==> src/rtl/key_hex_pkg.sv <==
// Shared types for the debounced hex digit counter: key FSM states, digit width and step helpers.
// Pure declarations and functions; no clocked logic.
package key_hex_pkg;

  localparam int DIGIT_W = 4;

  typedef logic [DIGIT_W-1:0] digit_t;

  localparam digit_t DIGIT_MAX = 4'hF;

  typedef enum logic [1:0] {
    RELEASED,
    ARM_PRESS,
    HELD,
    ARM_RELEASE
  } key_state_e;

  function automatic digit_t step_digit(digit_t val, logic up);
    return up ? val + 1'b1 : val - 1'b1;
  endfunction

  function automatic logic step_wraps(digit_t val, logic up);
    return up ? (val == DIGIT_MAX) : (val == '0);
  endfunction

endpackage

==> src/rtl/key_debounce.sv <==
// 2-FF synchroniser plus press/release qualifier; accepted press pulses combinationally on the edge PRESSED rises.
// Latency: key low at edge E -> pressed_o/press_pulse_o effective at edge E+DEBOUNCE_CYCLES+2; no backpressure.
module key_debounce
  import key_hex_pkg::*;
#(
  parameter int DEBOUNCE_CYCLES = 1_000_000
) (
  input  logic clk_i,
  input  logic rst_ni,
  input  logic key_ni,
  output logic pressed_o,
  output logic press_pulse_o,
  output logic held_o
);

  localparam int CNT_W = (DEBOUNCE_CYCLES > 1) ? $clog2(DEBOUNCE_CYCLES) : 1;
  localparam logic [CNT_W-1:0] CNT_LAST = CNT_W'(DEBOUNCE_CYCLES - 1);

  logic             sync1_q, sync2_q;
  key_state_e       state_q, state_d;
  logic [CNT_W-1:0] cnt_q, cnt_d;
  logic             pressed_q, pressed_d;

  // Idle level of an active-low key is 1, so reset the synchroniser there.
  always_ff @(posedge clk_i or negedge rst_ni) begin
    if (!rst_ni) begin
      sync1_q <= 1'b1;
      sync2_q <= 1'b1;
    end else begin
      sync1_q <= key_ni;
      sync2_q <= sync1_q;
    end
  end

  always_ff @(posedge clk_i or negedge rst_ni) begin
    if (!rst_ni) begin
      state_q   <= RELEASED;
      cnt_q     <= '0;
      pressed_q <= 1'b0;
    end else begin
      state_q   <= state_d;
      cnt_q     <= cnt_d;
      pressed_q <= pressed_d;
    end
  end

  always_comb begin
    state_d       = state_q;
    cnt_d         = cnt_q;
    pressed_d     = pressed_q;
    press_pulse_o = 1'b0;
    case (state_q)
      RELEASED: begin
        cnt_d = '0;
        if (!sync2_q) state_d = ARM_PRESS;
      end
      ARM_PRESS: begin
        if (sync2_q) begin
          state_d = RELEASED;
          cnt_d   = '0;
        end else if (cnt_q == CNT_LAST) begin
          state_d       = HELD;
          cnt_d         = '0;
          pressed_d     = 1'b1;
          press_pulse_o = 1'b1;
        end else begin
          cnt_d = cnt_q + 1'b1;
        end
      end
      HELD: begin
        cnt_d = '0;
        if (sync2_q) state_d = ARM_RELEASE;
      end
      ARM_RELEASE: begin
        if (!sync2_q) begin
          state_d = HELD;
          cnt_d   = '0;
        end else if (cnt_q == CNT_LAST) begin
          state_d   = RELEASED;
          cnt_d     = '0;
          pressed_d = 1'b0;
        end else begin
          cnt_d = cnt_q + 1'b1;
        end
      end
      default: begin
        state_d = RELEASED;
        cnt_d   = '0;
      end
    endcase
  end

  assign pressed_o = pressed_q;
  assign held_o    = (state_q == HELD);

endmodule

==> src/rtl/key_hex_counter.sv <==
// Debounced pushbutton hex up/down digit with parallel load; COUNT steps at edge E+DEBOUNCE_CYCLES+2, no backpressure.
// Optional auto-repeat while held is built only when AUTO_REPEAT_EN is defined.
module key_hex_counter
  import key_hex_pkg::*;
#(
  parameter int DEBOUNCE_CYCLES = 1_000_000,
  parameter int REPEAT_DELAY    = 25_000_000,
  parameter int REPEAT_PERIOD   = 10_000_000
) (
  input  logic               CLOCK_50,
  input  logic               RST_N,
  input  logic               KEY_N,
  input  logic               UP,
  input  logic               LOAD,
  input  logic [DIGIT_W-1:0] LOAD_VAL,
  output logic [DIGIT_W-1:0] COUNT,
  output logic               WRAP,
  output logic               PRESSED
);

  logic   press_pulse;
  logic   held;
  logic   rep_step;
  logic   step;
  digit_t count_q, count_d;
  logic   wrap_q, wrap_d;

  key_debounce #(
    .DEBOUNCE_CYCLES(DEBOUNCE_CYCLES)
  ) u_debounce (
    .clk_i        (CLOCK_50),
    .rst_ni       (RST_N),
    .key_ni       (KEY_N),
    .pressed_o    (PRESSED),
    .press_pulse_o(press_pulse),
    .held_o       (held)
  );

`ifdef AUTO_REPEAT_EN
  localparam int REP_MAX = (REPEAT_DELAY > REPEAT_PERIOD) ? REPEAT_DELAY : REPEAT_PERIOD;
  localparam int REP_W   = $clog2(REP_MAX + 1);

  logic [REP_W-1:0] rep_cnt_q, rep_cnt_d;
  logic [REP_W-1:0] rep_limit;
  logic             rep_armed_q, rep_armed_d;

  // First repeat waits the long delay; once armed, the short period applies.
  assign rep_limit = rep_armed_q ? REP_W'(REPEAT_PERIOD - 1) : REP_W'(REPEAT_DELAY - 1);

  always_ff @(posedge CLOCK_50 or negedge RST_N) begin
    if (!RST_N) begin
      rep_cnt_q   <= '0;
      rep_armed_q <= 1'b0;
    end else begin
      rep_cnt_q   <= rep_cnt_d;
      rep_armed_q <= rep_armed_d;
    end
  end

  always_comb begin
    rep_cnt_d   = rep_cnt_q;
    rep_armed_d = rep_armed_q;
    rep_step    = 1'b0;
    if (!held || LOAD) begin
      rep_cnt_d   = '0;
      rep_armed_d = 1'b0;
    end else if (rep_cnt_q == rep_limit) begin
      rep_cnt_d   = '0;
      rep_armed_d = 1'b1;
      rep_step    = 1'b1;
    end else begin
      rep_cnt_d = rep_cnt_q + 1'b1;
    end
  end
`else
  localparam int unused_rep_cfg = REPEAT_DELAY + REPEAT_PERIOD;
  logic unused_held;
  assign unused_held = held;
  assign rep_step    = 1'b0;
`endif

  assign step = press_pulse | rep_step;

  always_comb begin
    count_d = count_q;
    wrap_d  = 1'b0;
    if (LOAD) begin
      count_d = LOAD_VAL;
    end else if (step) begin
      count_d = step_digit(count_q, UP);
      wrap_d  = step_wraps(count_q, UP);
    end
  end

  always_ff @(posedge CLOCK_50 or negedge RST_N) begin
    if (!RST_N) begin
      count_q <= '0;
      wrap_q  <= 1'b0;
    end else begin
      count_q <= count_d;
      wrap_q  <= wrap_d;
    end
  end

  assign COUNT = count_q;
  assign WRAP  = wrap_q;

endmodule

==> config.mk <==
export PLATFORM = sky130hd
export DESIGN_NAME = key_hex_counter
export DESIGN_NICKNAME = d
export VERILOG_FILES = /design/src/rtl/key_hex_pkg.sv /design/src/rtl/key_debounce.sv /design/src/rtl/key_hex_counter.sv
export SDC_FILE = /design/constraint.sdc
export NUM_CORES = 1
export LEC_CHECK = 0
export CELL_PAD_IN_SITES_DETAIL_PLACEMENT = 0
export CELL_PAD_IN_SITES_GLOBAL_PLACEMENT = 2
export CORE_UTILIZATION = 35
export DETAILED_ROUTE_END_ITERATION = 16
export PLACE_DENSITY = 0.72
export REMOVE_ABC_BUFFERS = 1
export SYNTH_ARGS = -nofsm -noshare
export SYNTH_HDL_FRONTEND = slang
export SYNTH_HIERARCHICAL = 1
export SYNTH_SLANG_ARGS = --single-unit
==> constraint.sdc <==
create_clock -name CLOCK_50 -period 5.6 [get_ports CLOCK_50]
set_input_delay 1.4 -clock CLOCK_50 [delete_from_list [all_inputs] [get_ports CLOCK_50]]
set_output_delay 1.4 -clock CLOCK_50 [all_outputs]
set_load 0.05 [all_outputs]
==> flow_summary.toml, run 1 <==
[placement]
place_area_mm2 = 0.00180
post-dp-hpwl_um = 2260
gp_congestion = 0.709
io_buffers = 14

[grt]
grt_max_degree = 31
grtUsageTotal_pct = 15.3
antenna_found_initial = 0
grt_pass1_wl_um = 5890
grt_pass1_vias = 1248
overflow = 0

[worst_setup_path]
slowest_stage = "nor3_1"
critPathCaptureType = "flop"
rr_endpoint = "COUNT[3]"
crit_path_max_fanout = 8
r2r-start = "u_debounce/cnt_q[0]"
crit_chain = "ha_1 > nand3_1 > nor4_2 > nand3_1 > nor3_1 > or4b_1 > a221o_1 > nand3_1"
startpoint_type = "flop"
worstPathRequired_ps = 5810
reg2regPathDepth = 8
crit_family = "simple AND/OR/NAND/NOR gates"
slowest_delay_ps = 730
worst-path-buf-inv = 0
rrSetupSlack_ps = 2370
worstSetupPathType = "flop to flop"
crit_top_cell = "nand3_1"
worst_ep_arrival_time_ps = 3440
startpoint = "u_debounce/cnt_q[0]"

[clock_network]
clock_latency_ps = 280
ctsResizeCount = 0
cts_tree = "done"
root_buffer = "clkbuf_8"
clk_path_buf_depth = 2
post_cts_buffers = 0
cts_hold_buf = 0
htree_num_levels = 2
cts_num_sinks = 30
numCtsBuffers = 5
path_clk_slew_ps = 60

[routing]
avgRoutedWirePerCell_um = 14.1
avgViaCountPerCell = 5.38
remaining_drc_errors = 0
vias = 1238
antenna_left = 0
wirelength_um = 3240
first_iter_violations = 67
dr.pass1.iters = 4

[power]
pwr-share-clk_pct = 39.1
leakagePower_uw = 0.000710
powerDensity_mw_per_mm2 = 243
comb_power_share_pct = 10.8
power_switching_uw = 117
seqPwrFrac_pct = 50.1
swShare_pct = 25.6
intPower_uw = 341
peakVddDrop_uv = 131
finalPower_uw = 459

[hold_path]
hold_path_end = "u_debounce/sync2_q"
whs_path_depth = 0
hold_class = "flop to flop"
hp-start = "u_debounce/sync1_q"

[sta]
post-route-period-util_pct = 57.7
fin_tns_setup_ps = 0
finalClockSkew_ps = 7.80
worst_slew_pin_slew_ps = 910
rsz0062_at_grt = "false"
relSlewSlack_pct = 38.9
min_period_ps = 3230
setup_viol = 0
clock.fmax_mhz = 310
final_hold_viol_count = 0
report.final.slew_viol_count = 0

[yosys]
yosys_warnings = 6
synth.cell_area_mm2 = 0.00161
avgSynthCellArea_um2 = 10.1
synth_cells = 160

[floorplan]
core_mm2 = 0.00438
start_util_pct = 36.7
die_w_um = 69.8
ios = 15
fp-row-count = 24
dieHeight_um = 69.8
dieArea_mm2 = 0.00487

[layout]
num_antenna_cells = 0
fill_cells = 436
synthToLayoutAreaGrowth_pct = 17.3
postLayoutCellArea_mm2 = 0.00189
nNetsFinal = 190
drive_gt1_share_pct = 8.43
final_util_pct = 43.0

[job]
drv_cap = 0

[status]
status = "complete, no violations"
cell type report:
class / count / area, um^2 / area share [%]
inverters: 6 / 22.5 / 1.19
repair buffers: 15 / 148 / 7.82
clock inverters: 1 / 5.00 / 0.265
flip-flops and latches: 30 / 753 / 39.9
multi-input cells: 119 / 807 / 42.8
well taps: 52 / 65.1 / 3.45
clock buffers: 7 / 86.3 / 4.58
placed cells by master (no fill, tap or decap), types with 3 or more instances in the layout:
cell             instances
or4_1                    4
dfrtp_1                 28
mux2i_1                  3
o21ai_1                  3
or3_1                    5
nand2_1                 12
o31ai_1                  3
nor4_1                   5
a21oi_1                  8
xor2_1                   3
xnor2_1                 12
nor2_1                  18
ha_1                     3
clkbuf_8                 6
and4_1                   3
clkdlybuf4s50_1         14
nand3_1                  9
inv_1                    6
per-stage QoR:
stage / instances / setup WS, ps / hold WS, ps
floorplan: 155 / 2790 / 345
global placement: 222 / 2480 / 350
detailed placement: 222 / 2390 / 348
CTS: 230 / 2370 / 361
global route: 230 / 2060 / 367
finish: 230 / 2370 / 359
power groups by stage:
| stage | combinational (uW) | sequential (uW) | clock (uW) |
|---|---|---|---|
| floorplan | 17.1 | 243 | 0 |
| CTS | 50.6 | 230 | 187 |
| global route | 54.9 | 231 | 198 |
| detailed placement | 50.5 | 233 | 0 |
| global placement | 49.9 | 233 | 0 |
| finish | 49.5 | 230 | 179 |
routing by layer:
layer	wire [um]	up-vias	part of all wire, %	track usage (%)
met5	0	-	0	0
met4	55	0	1.7	6.00
met3	96	7	3.0	4.36
met2	1490	16	46	23.6
met1	1600	599	49	20.2
li1	-	616	-	-
flip-flops by register name, indices dropped and copies added, names as in the netlist, named ones only:
name,cells
COUNT,4
u_debounce/sync1_q,1
u_debounce/cnt_q,20
u_debounce/pressed_o,1
u_debounce/sync2_q,1
u_debounce/state_q,1
WRAP,1
worst max-delay path by stage:
stage                     depth (start not counted)  slack, ps        to
after floorplan                                   7       2790  COUNT[3]
after global placement                            8       2480  COUNT[3]
after detailed placement                          8       2390  COUNT[3]
after CTS                                         8       2370  COUNT[3]
after global routing                              8       2060  COUNT[3]
final                                             8       2370  COUNT[3]
Note: power is estimated with default switching activity, not from simulation.
==> run 2: changes to the inputs <==
- CORE_UTILIZATION: 35 -> 33
- PLACE_DENSITY: 0.72 -> 0.71
- clock period: 5.6 -> 2.9 ns (I/O delays scaled with it)
==> flow_summary.toml, run 2 (same netlist as run 1, synthesis figures left out) <==
[status]
status = "complete, no violations"

[worst_setup_path]
slowest_delay_ps = 490
worst_ep_arrival_time_ps = 2830
reg2regPathDepth = 7
crit_top_cell = "nand3_1"
startpoint_type = "flop"
rrSetupSlack_ps = 280
r2r-start = "u_debounce/cnt_q[13]"
slowest_stage = "or4b_1"
worstPathRequired_ps = 3110
rr_endpoint = "COUNT[3]"
critPathCaptureType = "flop"
crit_path_max_fanout = 4
worstSetupPathType = "flop to flop"
crit_chain = "or3b_2 > nor4_2 > nand3_1 > nor3_1 > or4b_1 > a221o_1 > nand3_1"

[clock_network]
ctsResizeCount = 0
htree_num_levels = 2
cts_tree = "done"
numCtsBuffers = 5
path_clk_slew_ps = 60
post_cts_buffers = 0
root_buffer = "clkbuf_8"
cts_num_sinks = 30
clock_latency_ps = 280
clk_path_buf_depth = 2
cts_hold_buf = 0

[placement]
gp_congestion = 0.818
io_buffers = 14
post-dp-hpwl_um = 2410

[layout]
drive_gt1_share_pct = 10.4
final_common_cell = "dfrtp_1"
synthToLayoutAreaGrowth_pct = 19.7
final_util_pct = 41.0
nNetsFinal = 195
num_antenna_cells = 0
regMostFlops = "u_debounce/cnt_q"
largest_register_ffs = 20
final_cell_mix = "dfrtp_1, nor2_1, clkdlybuf4s50_1"

[floorplan]
die_w_um = 71.8
dieArea_mm2 = 0.00516
ios = 15
start_util_pct = 34.3
core_mm2 = 0.00469
fp-row-count = 25
dieHeight_um = 71.8

[routing]
wirelength_um = 3360
remaining_drc_errors = 0
avgViaCountPerCell = 5.26
first_iter_violations = 61
avgRoutedWirePerCell_um = 14.2
dr.pass1.iters = 3
vias = 1247
antenna_left = 0

[grt]
grtUsageTotal_pct = 15.1
grt_pass1_vias = 1278
grt_max_degree = 31
antenna_found_initial = 0
overflow = 0
grt_pass1_wl_um = 5960

[sta]
final_hold_viol_count = 0
finalClockSkew_ps = 5.12
fin_tns_setup_ps = 0
post-route-period-util_pct = 90.4
min_period_ps = 2620
clock.fmax_mhz = 381
setup_viol = 0
worst_slew_pin_slew_ps = 501
report.final.slew_viol_count = 0
relSlewSlack_pct = 66.5
rsz0062_at_grt = "false"

[power]
leakagePower_uw = 0.000731
finalPower_uw = 888
peakVddDrop_uv = 193
powerDensity_mw_per_mm2 = 461

[hold_path]
hold_path_end = "u_debounce/sync2_q"
whs_path_depth = 0
hold_class = "flop to flop"
hp-start = "u_debounce/sync1_q"

[job]
drv_cap = 0
==> run 2: cell types whose count changed in the layout (fill, tap and decap cells not counted) <==
cell      before  now
clkinv_2       1    0
buf_4          1    6
clkbuf_1       1    2
==> run 2: worst max path at each step <==
stage	slack, ps	end	from
2_1_floorplan	90	COUNT[3]	u_debounce/cnt_q[12]
3_3_place_gp	400	COUNT[3]	u_debounce/cnt_q[12]
3_5_place_dp	310	COUNT[3]	u_debounce/cnt_q[13]
4_1_cts	290	COUNT[3]	u_debounce/cnt_q[13]
5_1_grt	50	COUNT[3]	u_debounce/cnt_q[0]
6_report	280	COUNT[3]	u_debounce/cnt_q[13]
==> run 2: where the power goes <==
part / internal [uW] / switching [uW] / total (uW)
registers: 429 / 14.4 / 443
clock network: 193 / 151 / 344
logic: 40.7 / 58.9 / 99.6
==> run 2: layout make-up <==
type                            instances  area [um^2]
Fill cell                             467         2770
Multi-Input combinational cell        119          807
Sequential cell                        30          753
Timing Repair Buffer                   20          185
Clock buffer                            8         90.1
Tap cell                               54         67.6
Inverter                                6         22.5
==> run 2: layer usage <==
metal / track usage (%) / routed length, um / vias up / share of wire, %
li1: - / - / 623 / -
met1: 18.6 / 1530 / 597 / 46
met2: 24.2 / 1640 / 21 / 49
met3: 4.08 / 96 / 6 / 2.9
met4: 7.84 / 92 / 0 / 2.7
met5: 0 / 0 / - / 0
==> run 2: through the flow <==
step | std cells | area (um^2) | worst slack (ps) | hold WS, ps
floorplan | 155 | 1580 | 85.1 | 345
global placement | 229 | 1840 | 396 | 345
detailed placement | 229 | 1840 | 308 | 349
CTS | 237 | 1930 | 286 | 358
global route | 237 | 1930 | 45.2 | 361
finish | 237 | 1930 | 278 | 359
==> run 2: worst max-delay path, delay by kind of cell (launching register included) <==
| family | cells | cell delay (ps) |
|---|---|---|
| flip-flops | 1 | 410 |
| AO/OA/AOI/OAI | 1 | 310 |
| AND/OR/NAND/NOR | 6 | 1830 |
==> run 3: changes to the inputs <==
- CORE_MARGIN: unset -> 4
==> flow_summary.toml, run 3 (same netlist as run 1, synthesis figures left out) <==
[status]
status = "complete, no violations"

[placement]
placedCellCount = 242
gp_congestion = 0.743
dp_slack_ps = 313
io_buffers = 14
post-dp-hpwl_um = 2460

[floorplan]
core_mm2 = 0.00472
ios = 15
die_w_um = 77.8
start_util_pct = 34.1
fp-row-count = 25
dieArea_mm2 = 0.00606
dieHeight_um = 77.8

[sta]
layout_setup_ws_ps = 292
post-route-period-util_pct = 89.9
final_hold_viol_count = 0
clock.fmax_mhz = 383
relSlewSlack_pct = 57.2
min_period_ps = 2610
finalClockSkew_ps = 1.82
fin_tns_setup_ps = 0
worst_slew_pin_slew_ps = 642
holdWs_ps = 357
report.final.slew_viol_count = 0
rsz0062_at_grt = "false"
setup_viol = 0

[worst_setup_path]
worstPathRequired_ps = 3110
worst_ep_arrival_time_ps = 2820
startpoint_type = "flop"
critPathCaptureType = "flop"
rrSetupSlack_ps = 290
worstSetupPathType = "flop to flop"
crit_path_max_fanout = 5

[layout]
instances_no_fill = 250
final_common_cell = "dfrtp_1"
regArea_um2 = 753
fill_cells = 473
synthToLayoutAreaGrowth_pct = 20.8
multi_input_area_um2 = 807
final_cell_mix = "dfrtp_1, nor2_1, clkdlybuf4s50_1"
largest_register_ffs = 20
num_antenna_cells = 0
regMostFlops = "u_debounce/cnt_q"
drive_gt1_share_pct = 10.9
nNetsFinal = 195

[routing]
wirelength_um = 3460
avgRoutedWirePerCell_um = 13.8
antenna_left = 0
remaining_drc_errors = 0
first_iter_violations = 41
dr.pass1.iters = 4
avgViaCountPerCell = 5.03
vias = 1257

[clock_network]
cts_tree = "done"
cts_num_sinks = 30
cts_hold_buf = 0
path_clk_slew_ps = 60
root_buffer = "clkbuf_8"
post_cts_buffers = 0
clock_latency_ps = 270
numCtsBuffers = 5
clk_path_buf_depth = 2
htree_num_levels = 2
ctsResizeCount = 0

[power]
peakVddDrop_uv = 254
powerDensity_mw_per_mm2 = 456
leakagePower_uw = 0.000735

[grt]
grt_pass1_wl_um = 6000
grtUsageTotal_pct = 12.5
grt_pass1_vias = 1262
antenna_found_initial = 0
grt_max_degree = 31
overflow = 0

[hold_path]
hold_class = "flop to flop"

[job]
drv_cap = 0
[run 3: changes by cell type in the layout (fill, tap and decap cells not counted), sizes merged]
cell,delta
clkbuf,-1
clkinv,+1
[run 3: stage by stage]
step           area [um^2]  utilization, %  total power (uW)
5_1_grt               1940            41.1               936
2_1_floorplan         1580               -               502
3_5_place_dp          1850            39.2               550
4_1_cts               1940            41.1               902
6_report              1940            41.1               886
3_3_place_gp          1850            39.2               548
[run 3: cell type report]
type                       instances  area share (%)
clock buffer                       7            4.44
multi-input combinational        119            41.5
clock inverter                     1           0.258
inverter                           6            1.16
sequential                        30            38.8
timing repair buffer              20            9.53
tap                               67            4.31
[run 3: worst max-delay path, cell delays in order (launching register included)]
cell and delay [ps]:
dfrtp_1 420, or4_1 530, nor4_2 280, nand3_1 170, nor3_1 310, or4b_1 470
a221o_1 300, nand3_1 80
[run 3: worst paths after layout]
check	from	end	cells after the start
setup / recovery	u_debounce/cnt_q[11]	COUNT[3]	7
hold / removal	u_debounce/sync1_q	u_debounce/sync2_q	0
setup reg to reg	u_debounce/cnt_q[11]	COUNT[3]	7
hold reg to reg	u_debounce/sync1_q	u_debounce/sync2_q	0
max in group asynchronous	RST_N	u_debounce/sync1_q	2
min in group asynchronous	RST_N	u_debounce/cnt_q[15]	2
[run 3: power by group]
group | total [uW] | leakage (uW) | switching (uW) | internal (uW)
Combinational | 96.6 | 0.000286 | 56.9 | 39.7
Sequential | 444 | 0.000401 | 14.8 | 429
Clock | 345 | 0.0000482 | 154 | 191
Total | 886 | 0.000735 | 226 | 660
[run 3: per-layer routing]
| layer | global-route usage (%) | up-vias | routed length, um |
|---|---|---|---|
| met2 | 19.7 | 19 | 1600 |
| met3 | 3.60 | 2 | 113 |
| met5 | 0 | - | 0 |
| met1 | 16.8 | 606 | 1720 |
| met4 | 3.20 | 0 | 19 |
| li1 | - | 630 | - |
